<file path="src/rtl/multicycle_control_pkg.sv">
// Shared encodings for the multi-cycle MIPS control unit: opcodes, ALU op
// codes, FSM state encoding and the per-state control word.
package multicycle_control_pkg;

  localparam logic [5:0] OP_R    = 6'h00;
  localparam logic [5:0] OP_J    = 6'h02;
  localparam logic [5:0] OP_BEQ  = 6'h04;
  localparam logic [5:0] OP_BNE  = 6'h05;
  localparam logic [5:0] OP_ADDI = 6'h08;
  localparam logic [5:0] OP_ANDI = 6'h0C;
  localparam logic [5:0] OP_ORI  = 6'h0D;
  localparam logic [5:0] OP_LW   = 6'h23;
  localparam logic [5:0] OP_SW   = 6'h2B;

  localparam logic [3:0] ALU_AND   = 4'b0000;
  localparam logic [3:0] ALU_OR    = 4'b0001;
  localparam logic [3:0] ALU_ADD   = 4'b0010;
  localparam logic [3:0] ALU_SUB   = 4'b0110;
  localparam logic [3:0] ALU_FUNCT = 4'b1111;

  typedef enum logic [3:0] {
    S_FETCH, S_DECODE, S_ADDR, S_MEM_RD, S_MEM_WR, S_WB_MEM, S_EXEC_R,
    S_WB_R, S_EXEC_I, S_WB_I, S_BRANCH, S_JUMP, S_HALT, S_ERROR
  } state_t;

  typedef struct packed {
    logic       pcwrite;
    logic       pcwrite_cond;
    logic       invertzero;
    logic       iord;
    logic       memread;
    logic       memwrite;
    logic       regdst;
    logic       memtoreg;
    logic       regwrite;
    logic       alusrc_a;
    logic [1:0] alusrc_b;
    logic [3:0] aluop;
    logic       rtype;
    logic [1:0] pcsource;
    logic       halted;
    logic       error;
  } ctrl_t;

  function automatic state_t decode_next(input logic [31:0] ir);
    if (ir == 32'h0) return S_HALT;
    case (ir[31:26])
      OP_R:                     return S_EXEC_R;
      OP_LW, OP_SW:             return S_ADDR;
      OP_ADDI, OP_ANDI, OP_ORI: return S_EXEC_I;
      OP_BEQ, OP_BNE:           return S_BRANCH;
      OP_J:                     return S_JUMP;
      default:                  return S_ERROR;
    endcase
  endfunction

  // Moore control word; FETCH's irwrite/pcwrite are gated on mem_ready in the top.
  function automatic ctrl_t state_ctrl(input state_t s, input logic [5:0] op);
    ctrl_t c;
    c = '0;
    case (s)
      S_FETCH:  begin c.memread = 1'b1; c.alusrc_b = 2'b01; c.aluop = ALU_ADD; end
      S_DECODE: begin c.alusrc_b = 2'b11; c.aluop = ALU_ADD; end
      S_ADDR:   begin c.alusrc_a = 1'b1; c.alusrc_b = 2'b10; c.aluop = ALU_ADD; end
      S_MEM_RD: begin c.iord = 1'b1; c.memread = 1'b1; end
      S_MEM_WR: begin c.iord = 1'b1; c.memwrite = 1'b1; end
      S_WB_MEM: begin c.regwrite = 1'b1; c.memtoreg = 1'b1; end
      S_EXEC_R: begin c.alusrc_a = 1'b1; c.aluop = ALU_FUNCT; c.rtype = 1'b1; end
      S_WB_R:   begin c.regwrite = 1'b1; c.regdst = 1'b1; end
      S_EXEC_I: begin
        c.alusrc_b = 2'b10;
        c.aluop = (op == OP_ANDI) ? ALU_AND : (op == OP_ORI) ? ALU_OR : ALU_ADD;
      end
      S_WB_I:   c.regwrite = 1'b1;
      S_BRANCH: begin
        c.alusrc_a = 1'b1; c.aluop = ALU_SUB; c.pcwrite_cond = 1'b1;
        c.pcsource = 2'b01; c.invertzero = (op == OP_BNE);
      end
      S_JUMP:   begin c.pcwrite = 1'b1; c.pcsource = 2'b10; end
      S_HALT:   c.halted = 1'b1;
      S_ERROR:  c.error = 1'b1;
      default:  ;
    endcase
    return c;
  endfunction

endpackage

</file>
<file path="src/rtl/mem_wait_timer.sv">
// Counts cycles spent waiting on mem_ready; timeout flags the last allowed cycle.
module mem_wait_timer #(
  parameter int LIMIT = 16,
  localparam int W = $clog2(LIMIT + 1)
) (
  input  logic clock,
  input  logic clear,
  input  logic enable,
  output logic timeout
);
  logic [W-1:0] cnt;

  always_ff @(posedge clock) begin
    if (clear)                  cnt <= '0;
    else if (enable && !timeout) cnt <= cnt + 1'b1;
  end

  // The LIMIT-th consecutive wait cycle is the last chance for mem_ready.
  assign timeout = (cnt == W'(LIMIT - 1));
endmodule

</file>
<file path="src/rtl/multicycle_control.sv">
// Multi-cycle MIPS control FSM with memory handshake/timeout, halt, sticky
// error and a retired-instruction counter.
module multicycle_control
  import multicycle_control_pkg::*;
#(
  parameter int ALUOP_W     = 4,
  parameter int CNT_W       = 32,
  parameter int MEM_TIMEOUT = 16
) (
  input  logic               clock,
  input  logic               reset,
  input  logic [31:0]        instruction,
  input  logic               zero,
  input  logic               mem_ready,
  output logic               pcwrite,
  output logic               pcwrite_cond,
  output logic               invertzero,
  output logic               iord,
  output logic               memread,
  output logic               memwrite,
  output logic               irwrite,
  output logic               regdst,
  output logic               memtoreg,
  output logic               regwrite,
  output logic               alusrc_a,
  output logic [1:0]         alusrc_b,
  output logic [ALUOP_W-1:0] aluop,
  output logic               rtype,
  output logic [1:0]         pcsource,
  output logic               halted,
  output logic               error,
  output logic [CNT_W-1:0]   retired
);
  state_t state, nxt;
  ctrl_t  ctrl;
  logic   in_wait, timeout, retire;

  // zero is consumed by the datapath's conditional PC-write gate, not here.
  logic unused_zero;
  assign unused_zero = zero;

  assign in_wait = (state == S_FETCH) || (state == S_MEM_RD) || (state == S_MEM_WR);

  mem_wait_timer #(.LIMIT(MEM_TIMEOUT)) u_timer (
    .clock   (clock),
    .clear   (reset || !in_wait || (nxt != state)),
    .enable  (in_wait && !mem_ready),
    .timeout (timeout)
  );

  always_comb begin
    nxt = state;
    case (state)
      S_FETCH:  if (mem_ready) nxt = S_DECODE; else if (timeout) nxt = S_ERROR;
      S_DECODE: nxt = decode_next(instruction);
      S_ADDR:   nxt = (instruction[31:26] == OP_LW) ? S_MEM_RD : S_MEM_WR;
      S_MEM_RD: if (mem_ready) nxt = S_WB_MEM; else if (timeout) nxt = S_ERROR;
      S_MEM_WR: if (mem_ready) nxt = S_FETCH;  else if (timeout) nxt = S_ERROR;
      S_EXEC_R: nxt = S_WB_R;
      S_EXEC_I: nxt = S_WB_I;
      S_WB_MEM, S_WB_R, S_WB_I, S_BRANCH, S_JUMP: nxt = S_FETCH;
      default:  nxt = state;
    endcase
  end

  assign retire = (state == S_WB_MEM) || (state == S_WB_R) || (state == S_WB_I) ||
                  (state == S_BRANCH) || (state == S_JUMP) ||
                  ((state == S_MEM_WR) && mem_ready);

  // Control word is registered from the next state so outputs stay Moore.
  always_ff @(posedge clock) begin
    if (reset) begin
      state   <= S_FETCH;
      ctrl    <= state_ctrl(S_FETCH, 6'h0);
      retired <= '0;
    end else begin
      state <= nxt;
      ctrl  <= state_ctrl(nxt, instruction[31:26]);
      if (retire) retired <= retired + 1'b1;
    end
  end

  assign irwrite      = (state == S_FETCH) && mem_ready;
  assign pcwrite      = ctrl.pcwrite || irwrite;
  assign pcwrite_cond = ctrl.pcwrite_cond;
  assign invertzero   = ctrl.invertzero;
  assign iord         = ctrl.iord;
  assign memread      = ctrl.memread;
  assign memwrite     = ctrl.memwrite;
  assign regdst       = ctrl.regdst;
  assign memtoreg     = ctrl.memtoreg;
  assign regwrite     = ctrl.regwrite;
  assign alusrc_a     = ctrl.alusrc_a;
  assign alusrc_b     = ctrl.alusrc_b;
  assign aluop        = ALUOP_W'(ctrl.aluop);
  assign rtype        = ctrl.rtype;
  assign pcsource     = ctrl.pcsource;
  assign halted       = ctrl.halted;
  assign error        = ctrl.error;
endmodule
</file>
<file path="config.mk">
export PLATFORM = sky130hd
export DESIGN_NAME = multicycle_control
export DESIGN_NICKNAME = d
export VERILOG_FILES = /design/src/rtl/multicycle_control_pkg.sv /design/src/rtl/mem_wait_timer.sv /design/src/rtl/multicycle_control.sv
export SDC_FILE = /design/constraint.sdc
export NUM_CORES = 1
export LEC_CHECK = 0
export CAP_MARGIN = 20
export CORE_ASPECT_RATIO = 0.9
export CORE_MARGIN = 1.5
export CORE_UTILIZATION = 25
export CTS_BUF_LIST = sky130_fd_sc_hd__clkbuf_16
export DETAILED_ROUTE_END_ITERATION = 8
export PLACE_DENSITY = 0.54
export SLEW_MARGIN = 20
export SYNTH_ARGS = -nofsm -noshare
export SYNTH_HDL_FRONTEND = slang
export SYNTH_SLANG_ARGS = --single-unit
</file>
<file path="constraint.sdc">
create_clock -name clock -period 2.86 [get_ports clock]
set_input_delay 0.572 -clock clock [delete_from_list [all_inputs] [get_ports clock]]
set_output_delay 0.572 -clock clock [all_outputs]
set_load 0.1 [all_outputs]
</file>
### Word level (Yosys, flattened, before mapping)

Index checks and enable logic that the tools add are counted.

| storage, ports and cells | value |
|---|---|
| output and inout bits | 54 |
| register bits after elaboration | 62 |
| input bits | 36 |
| logic and storage cells | 116 |

| cells by class | value |
|---|---|
| equal/unequal tests | 34 |
| reduce and logical (&&, ||, !) cells | 32 |
| $add $sub $neg | 2 |
| bitwise gates (word level) | 1 |
| multiplexer cells | 28 |

Operator list:

| kind | number |
|---|---|
| $eq A4 B4 Y1 const B | 10 |
| $add A32 B1 Y32 const B | 1 |
| $eq A4 B3 Y1 const B | 8 |
| $logic_not A32 Y1 | 1 |
| $pmux W4 S8 | 1 |
| $mux W4 | 6 |
| $pmux W4 S5 | 1 |
| $eq A6 B4 Y1 const B | 3 |
| $eq A4 B2 Y1 const B | 4 |
| $pmux W4 S4 | 1 |
| $mux W1 | 13 |
| $eq A6 B3 Y1 const B | 2 |
| $eq A6 B6 Y1 const B | 2 |
| $reduce_or A2 Y1 | 6 |
| $reduce_or A3 Y1 | 4 |
| $logic_or A1 B1 Y1 | 10 |
| $eq A4 B1 Y1 const B | 2 |
| $logic_not A4 Y1 | 2 |
| $eq A6 B2 Y1 const B | 1 |
| $logic_not A6 Y1 | 1 |
| $mux W2 | 3 |
| $pmux W2 S3 | 1 |
| $add A5 B1 Y5 const B | 1 |
| $eq A5 B4 Y1 const B | 1 |
| other kinds (7) | 12 |

### Depth between registers and ports, before layout

| logic depth | value |
|---|---|
| word-level depth | 8 |
| mapped depth | 10 |
| gate-level depth less buffers | 9 |

### Cells and area by module

From an unflattened synthesis, not the netlist that was laid out.

| unflattened totals | value |
|---|---|
| cells, all modules | 349 |
| area total of the unflattened synthesis | 2947.8 sq um |

Modules (own cells, without submodules):

| module | seq. area each (sq um) | instances | area each (sq um) | cells an instance |
|---|---|---|---|---|
| multicycle_control | 1101.1 | 1 | 2712.6 | 326 |
| mem_wait_timer | 100.1 | 1 | 235.2 | 23 |

### Least setup slack after synthesis

No wires, ideal clock.

| timing path | value |
|---|---|
| path type | register to register |
| from | register retired[4] |
| to | register retired[28] |
| path slack | 0.112 ns |
| data arrival time | 2.620 ns |
| stages on the path, launching flop included | 8 |
| data required time | 2.732 ns |
| library setup time | 0.128 ns |
| period minus slack after synthesis | 2.748 ns |
| path buffers | 1 |
| cells stage by stage | dfxtp_1 -> nand4_2 -> or4_4 -> or2_0 -> clkbuf_1 -> nor4_1 -> xnor2_1 -> nor2_1 |

| between the ends | value |
|---|---|
| cells in the longest elaborated chain, start to end | 1 |

RTL lines:

| item | line | RTL |
|---|---|---|
| from (decl) | multicycle_control.sv:32 | `output logic [CNT_W-1:0] retired` |
| from (signal assigned) | multicycle_control.sv:79 | `if (retire) retired <= retired + 1'b1;` |
| $add A32 B1 Y32 | multicycle_control.sv:79 |  |

No other way between the ends.
A chain may end at the register's enable or synchronous reset.

### Worst setup path after layout

| timing path | value |
|---|---|
| from | register u_timer.cnt[0] |
| to | register ctrl, in the netlist error |

| between the ends | value |
|---|---|
| cells in the longest elaborated chain, start to end | 6 |
| elaborated cells on any way between the ends | 8 |
| those cells by class | eq/ne (2); mux (6) |

RTL lines:

| item | line | RTL |
|---|---|---|
| from (decl) | mem_wait_timer.sv:11 | `logic [W-1:0] cnt;` |
| from (signal assigned) | mem_wait_timer.sv:15 | `else if (enable && !timeout) cnt <= cnt + 1'b1;` |
| $eq A5 B4 Y1 * | mem_wait_timer.sv:19 | `assign timeout = (cnt == W'(LIMIT - 1));` |
| $mux W4 * | multicycle_control.sv:54, multicycle_control.sv:57, multicycle_control.sv:58 |  |
| $mux W4, on equally long branches | multicycle_control.sv:58, multicycle_control.sv:54, multicycle_control.sv:57 |  |
| $pmux W4 S8 * | multicycle_control.sv:53 | `case (state)` |
| $eq A4 B4 Y1 * | multicycle_control_pkg.sv:61 | `case (s)` |
| $mux W1 * | multicycle_control_pkg.sv:61 |  |
| to (signal assigned) | multicycle_control.sv:74 | `ctrl <= state_ctrl(S_FETCH, 6'h0);` |
| to (signal assigned) | multicycle_control.sv:78 | `ctrl <= state_ctrl(nxt, instruction[31:26]);` |
| to (decl) | multicycle_control.sv:35 | `ctrl_t ctrl;` |

Mark *: on every way between the ends. The rest lies on a longest branch, timed or not.

==> impl_metrics.ini <==
[run_status]
status = finished, final reports clean

[grt]
antenna_found_initial = 0
grtUsageTotal_pct = 12.8
grt_max_degree = 37
grt_pass1_wl_um = 13300
grt_pass1_vias = 2731
overflow = 0

[timing]
hold_violations = 0
period_minus_slack_ns = 2.59
skew_ns = 0.00198
setup_ws_ns = 0.270
slew_viol_final = 0
setup_viol = 0
grt_setup_unrepaired = false
worst-slew-pin-transition_ns = 0.650
layout_worst_path_cycle_share_pct = 90.6
max_freq_mhz = 386
slew_headroom_pct = 56.6

[yosys]
async_flop_share_pct = 0
synth_cell_types = 60
ys_seq_area_share_pct = 40.1
synth_flop_cell = dfxtp_1
postSynthCellCount = 357
synth-seq-cells = 61
syn_area_um2 = 3040
ys_warn_count = 0
avgSynthCellArea_um2 = 8.53
synth_edf_count = 0
syn_nets = 396

[setup_path]
cp_max_fo = 8
worstPathRequired_ns = 3.09
worstSetupStartpointType = flop
cp-end-kind = flop
path_buf_inv = 0
cp_common_cell = ha_1
path_cells = ha_1, and3_1, ha_1, or4b_2, a21o_1, o311ai_2, nor2_1, nor4_1
cp_slowest_cell = or4b_2
arrival_ns = 2.82
reg2reg_depth = 8
crit_cells = 8
crit_type = reg2reg
crit_family = simple AND/OR/NAND/NOR gates
max_stage_delay_ns = 0.61

[placement]
place_area_um2 = 4090
place_congestion = 0.789
place_hpwl_um = 5970
dp.cells = 608
io_buffers = 88
place_ws_ns = -0.00439

[floorplanning]
fp.dieW_um = 119
die_h_um = 108
start_util_pct = 25.4
core_um2 = 12000
die-area_um2 = 12800
num_rows = 38
pin_count = 90

[clock_network]
path_clk_slew_ns = 0.05
clk_latency_ns = 0.33
numCtsBuffers = 9
cts_tree = done
postCtsSetupRepairBufs = 0
postCtsHoldBufs = 0
cts_sinks = 61
cts_max_path_buffers = 2
post_cts_resized = 0
cts-root-buf = clkbuf_16
cts_max_level = 3

[layout]
final_nets = 498
num_antenna_cells = 0
instances_no_fill = 624
final_cell_mix = 81 x buf_4, 61 x dfxtp_1, 54 x nor2_1
area_delta_synth_final_pct = 44.6
drive_above_1_share_pct = 23.9
final_common_cell = buf_4
nFillCells = 1250
multiInputGateArea_um2 = 1660
seq_area_um2 = 1220
postLayoutCellArea_um2 = 4400

[detailed_routing]
drtIter0Drc = 163
first_pass_iters = 4
ant_nets = 0
num_vias = 2863
wirelength_um = 8030
drc = 0
post_drt_via_cell_ratio = 4.59
routedWlPerCell_um = 12.9

[power]
powerDensity_nw_per_um2 = 747
vdd_ir_drop_max_uv = 312
p_leak_nw = 1.75

[hold_path]
hp-class = reg2reg
hold_path_depth = 2

[flow_run]
max_cap_violations = 0
through the flow:
stage	TNS [ns]	utilization [%]	hold WS (ns)	power, mW
floorplan	0	-	0.471	1.81
CTS	0	36.7	0.498	3.33
finish	0	36.7	0.495	3.29
detailed placement	-0.00439	34.1	0.489	2.17
global route	0	36.7	0.537	3.45
global placement	0	34.1	0.479	2.16
flip-flops by register name, summed over array words and instances, names as in the netlist:
register and cells:
memread 1, regdst 1, memwrite 1, aluop 4, alusrc_b 2, memtoreg 1
state 4, ctrl 1, retired 32, alusrc_a 1, rtype 1, invertzero 1
error 1, regwrite 1, halted 1, iord 1, pcsource 2, u_timer.cnt 5
power breakdown:
part | internal (mW) | switching [mW] | leakage (nW) | total (mW)
Sequential | 0.913 | 0.0723 | 0.494 | 0.985
Combinational | 0.394 | 0.771 | 1.11 | 1.16
Clock | 0.756 | 0.381 | 0.153 | 1.14
cell families after synthesis:
group,count (synthesis),synth area share (%)
flops,61,40.1
compound gates,48,12.4
buf+inv,33,5.51
fa+ha+maj,3,1.23
simple gates,175,30.0
mux,1,0.329
xor+xnor,36,10.4
final timing paths:
| kind | startpoint | to | slack [ns] |
|---|---|---|---|
| min reg2reg | retired[1]$_SDFFE_PP0P_ | retired[1]$_SDFFE_PP0P_ | 0.50 |
| min | retired[1]$_SDFFE_PP0P_ | retired[1]$_SDFFE_PP0P_ | 0.50 |
| max reg2reg | u_timer.cnt[0]$_SDFFE_PP0P_ | error$_SDFF_PP0_ | 0.27 |
| max | u_timer.cnt[0]$_SDFFE_PP0P_ | error$_SDFF_PP0_ | 0.27 |
final cells by class:
| cell class | instances | area share [%] |
|---|---|---|
| inverter | 7 | 0.597 |
| sequential | 61 | 27.7 |
| timing repair buffer | 117 | 22.3 |
| tap | 160 | 4.55 |
| clock inverter | 7 | 2.05 |
| clock buffer | 9 | 5.12 |
| multi-input combinational | 263 | 37.6 |
per-layer routing:
| metal | vias up | global-route usage [%] | wire length [µm] |
|---|---|---|---|
| li1 | 1477 | - | - |
| met1 | 1314 | 16.9 | 4000 |
| met2 | 61 | 19.9 | 3510 |
| met3 | 11 | 3.55 | 382 |
| met4 | 0 | 5.19 | 134 |
| met5 | - | 0 | 0 |
worst register-to-register path: stages, from the launching register on:
cell and delay, ns:
dfxtp_1 0.36, ha_1 0.18, and3_1 0.16, ha_1 0.26, or4b_2 0.61, a21o_1 0.21
o311ai_2 0.13, nor2_1 0.26, nor4_1 0.31
cell usage after synthesis, types with 2 or more instances:
master,number,area (µm²)
dfxtp_1,61,1220
nor2_1,54,203
nand2_1,28,105
xor2_1,20,175
nor4_1,19,119
xnor2_1,16,140
nand4_1,15,93.8
nor3_1,15,75.1
clkbuf_1,12,45.0
and3_1,11,68.8
buf_4,8,60.1
nand3_1,8,40.0
a21oi_1,7,35.0
inv_1,7,26.3
o21ai_0,6,30.0
buf_2,5,25.0
o211ai_1,4,30.0
o21a_1,4,30.0
a211oi_1,3,22.5
a21o_1,3,22.5
ha_1,3,37.5
nand2b_1,3,18.8
nor2b_1,3,18.8
or3_1,3,18.8
a221oi_1,2,17.5
nand3b_1,2,15.0
o22ai_1,2,12.5
Power figures use the tool's default switching activity.
==> variant (config.mk and constraints unchanged) <==
Make the reset (`reset`) asynchronous in one clocked block.
--- a/src/rtl/multicycle_control.sv
+++ b/src/rtl/multicycle_control.sv
@@ -68,7 +68,7 @@
                   ((state == S_MEM_WR) && mem_ready);
 
   // Control word is registered from the next state so outputs stay Moore.
-  always_ff @(posedge clock) begin
+  always_ff @(posedge clock or posedge reset) begin
     if (reset) begin
       state   <= S_FETCH;
       ctrl    <= state_ctrl(S_FETCH, 6'h0);
Formal check against the unedited RTL: differs if reset is asserted again (counterexample within 4 cycles, from zero or initial values and one cycle with reset high); with reset held inactive, the same outputs for 10 cycles.
==> variant against the unedited design <==
Synthesized area grew 4.8%; sequential cell count is the same; clock skew grew 0.0058 ns; sequential share of layout area grew 2.5 points; highest routed layer unchanged; design area grew 13%; wire length grew 7.3%; the flow now finishes with violations (setup timing); critical path type is now input pin to primary output; synthesized cell count shrank 8.4%; first-iteration DRC count grew 28%; worst setup slack lost 0.47 ns; final cell count shrank 0.32%.
Power is not compared: it rests on default switching activity, and its combinational part moved more than twofold at a synthesized area within 25%.
==> variant: results (changes against the unedited design) <==
[synth]
synth_commonest_cells=dfrtp_1 (53), nor2_1 (30), nand3_1 (26)  ; was dfxtp_1 (61), nor2_1 (54), nand2_1 (28)
syn_nets=366  ; was 396
synth_seq_area_share_pct=47.2  ; was 40.1%
async_flop_share_pct=91.8  ; was 0%
syn_area_per_cell_um2=9.76  ; was 8.53 um2
synth_area_leaders=dfrtp_1 (42%), xnor2_1 (6.0%), nand3_1 (4.1%), xor2_1 (3.6%), nor2_1 (3.5%)  ; was dfxtp_1 (40%), nor2_1 (6.7%), xor2_1 (5.8%), xnor2_1 (4.6%), nor4_1 (3.9%)

[timing]
clock_skew_ns=0.00781  ; was 0.00198 ns
setup_viol=2  ; was 0
tightestPinTransition_ns=0.614  ; was 0.650 ns
setup_ws_ns=-0.197  ; was 0.270 ns
finalSetupTns_ns=-0.352  ; was 0 ns
hold-worst-slack_ns=0.467  ; was 0.495 ns

[place]
dp_slack_ns=-0.521  ; was -0.00439 ns
dp_hpwl_um=6500  ; was 5970 um
dp.cells=604  ; was 608
routabilityCongestion=0.819  ; was 0.789

[critical_path]
r2r-start=u_timer.cnt[1]  ; was u_timer.cnt[0]
crit_fanout=5  ; was 8
arrival_ns=2.48  ; was 2.82 ns
startpoint=instruction[6]  ; was u_timer.cnt[0]
r2r_cells=11  ; was 8
r2r_setup_slack_ns=0.42  ; was 0.27 ns
worstSetupEndpoint=pcwrite  ; was error
worstReg2RegEnd=invertzero  ; was error

[global_routing]
grt_pass1_wl_um=14300  ; was 13300 um
use_met2_pct=22.1  ; was 19.9%
grt_max_degree=45  ; was 37
antenna_found_initial=0  ; unchanged
use_met1_pct=17.4  ; was 16.9%
grt_usage_pct=13.5  ; was 12.8%

[hold_path]
hold_start=retired[31]  ; was retired[1]
holdPathEnd=retired[31]  ; was retired[1]
min_path_cells=1  ; was 2

[route]
met2_length_um=3970  ; was 3510 um
num_vias=2887  ; was 2863
wl_met3_um=554  ; was 382 um
drtIter0Drc=209  ; was 163
drt-total-wl_um=8610  ; was 8030 um
wirelength_met1_um=3990  ; was 4000 um

[outcome]
status=finished, violations left  ; was finished clean
violations=setup timing

[finish]
drive_gt1_share_pct=34.2  ; was 23.9%
antenna_cells=0  ; unchanged
n_fill_cell=1241  ; was 1250
fin_nets=496  ; was 498
stdcell_count=622  ; was 624

variant: critical path, cell delays in order:
cell and delay, ns:
clkdlybuf4s50_1 0.39, or4_1 0.57, nor4_4 0.30, o41a_4 0.24, nand2_8 0.07, o21bai_4 0.16
buf_12 0.19
variant: final cells by class:
type,instances,area share [%]
multi-input combinational,227,33.3
tap,160,4.02
clock inverter,7,2.49
clock buffer,9,4.52
inverter,18,1.61
timing repair buffer,140,23.8
sequential,61,30.3
variant: kinds of logic (layout without fill, tap and decap cells):
kind of cell               after synthesis  after routing  share of synthesized area (%)
and+or+nand+nor                        147            147                           24.8
DFF                                     61             61                           47.2
buffers and inverters                   39            174                           6.47
muxes                                    4              4                           1.33
xor gates and xnor gates                35             35                           9.60
adders and majority gates                3              3                           1.18
AOI/OAI and AO/OA                       38             38                           9.49
variant: timing repair:
item | CTS | global route
pin swaps | 9 | 10
buffers inserted | 2 | 0
gates resized for setup | 20 | 17
setup endpoints to repair | 2 | 3
gates cloned | 0 | 0
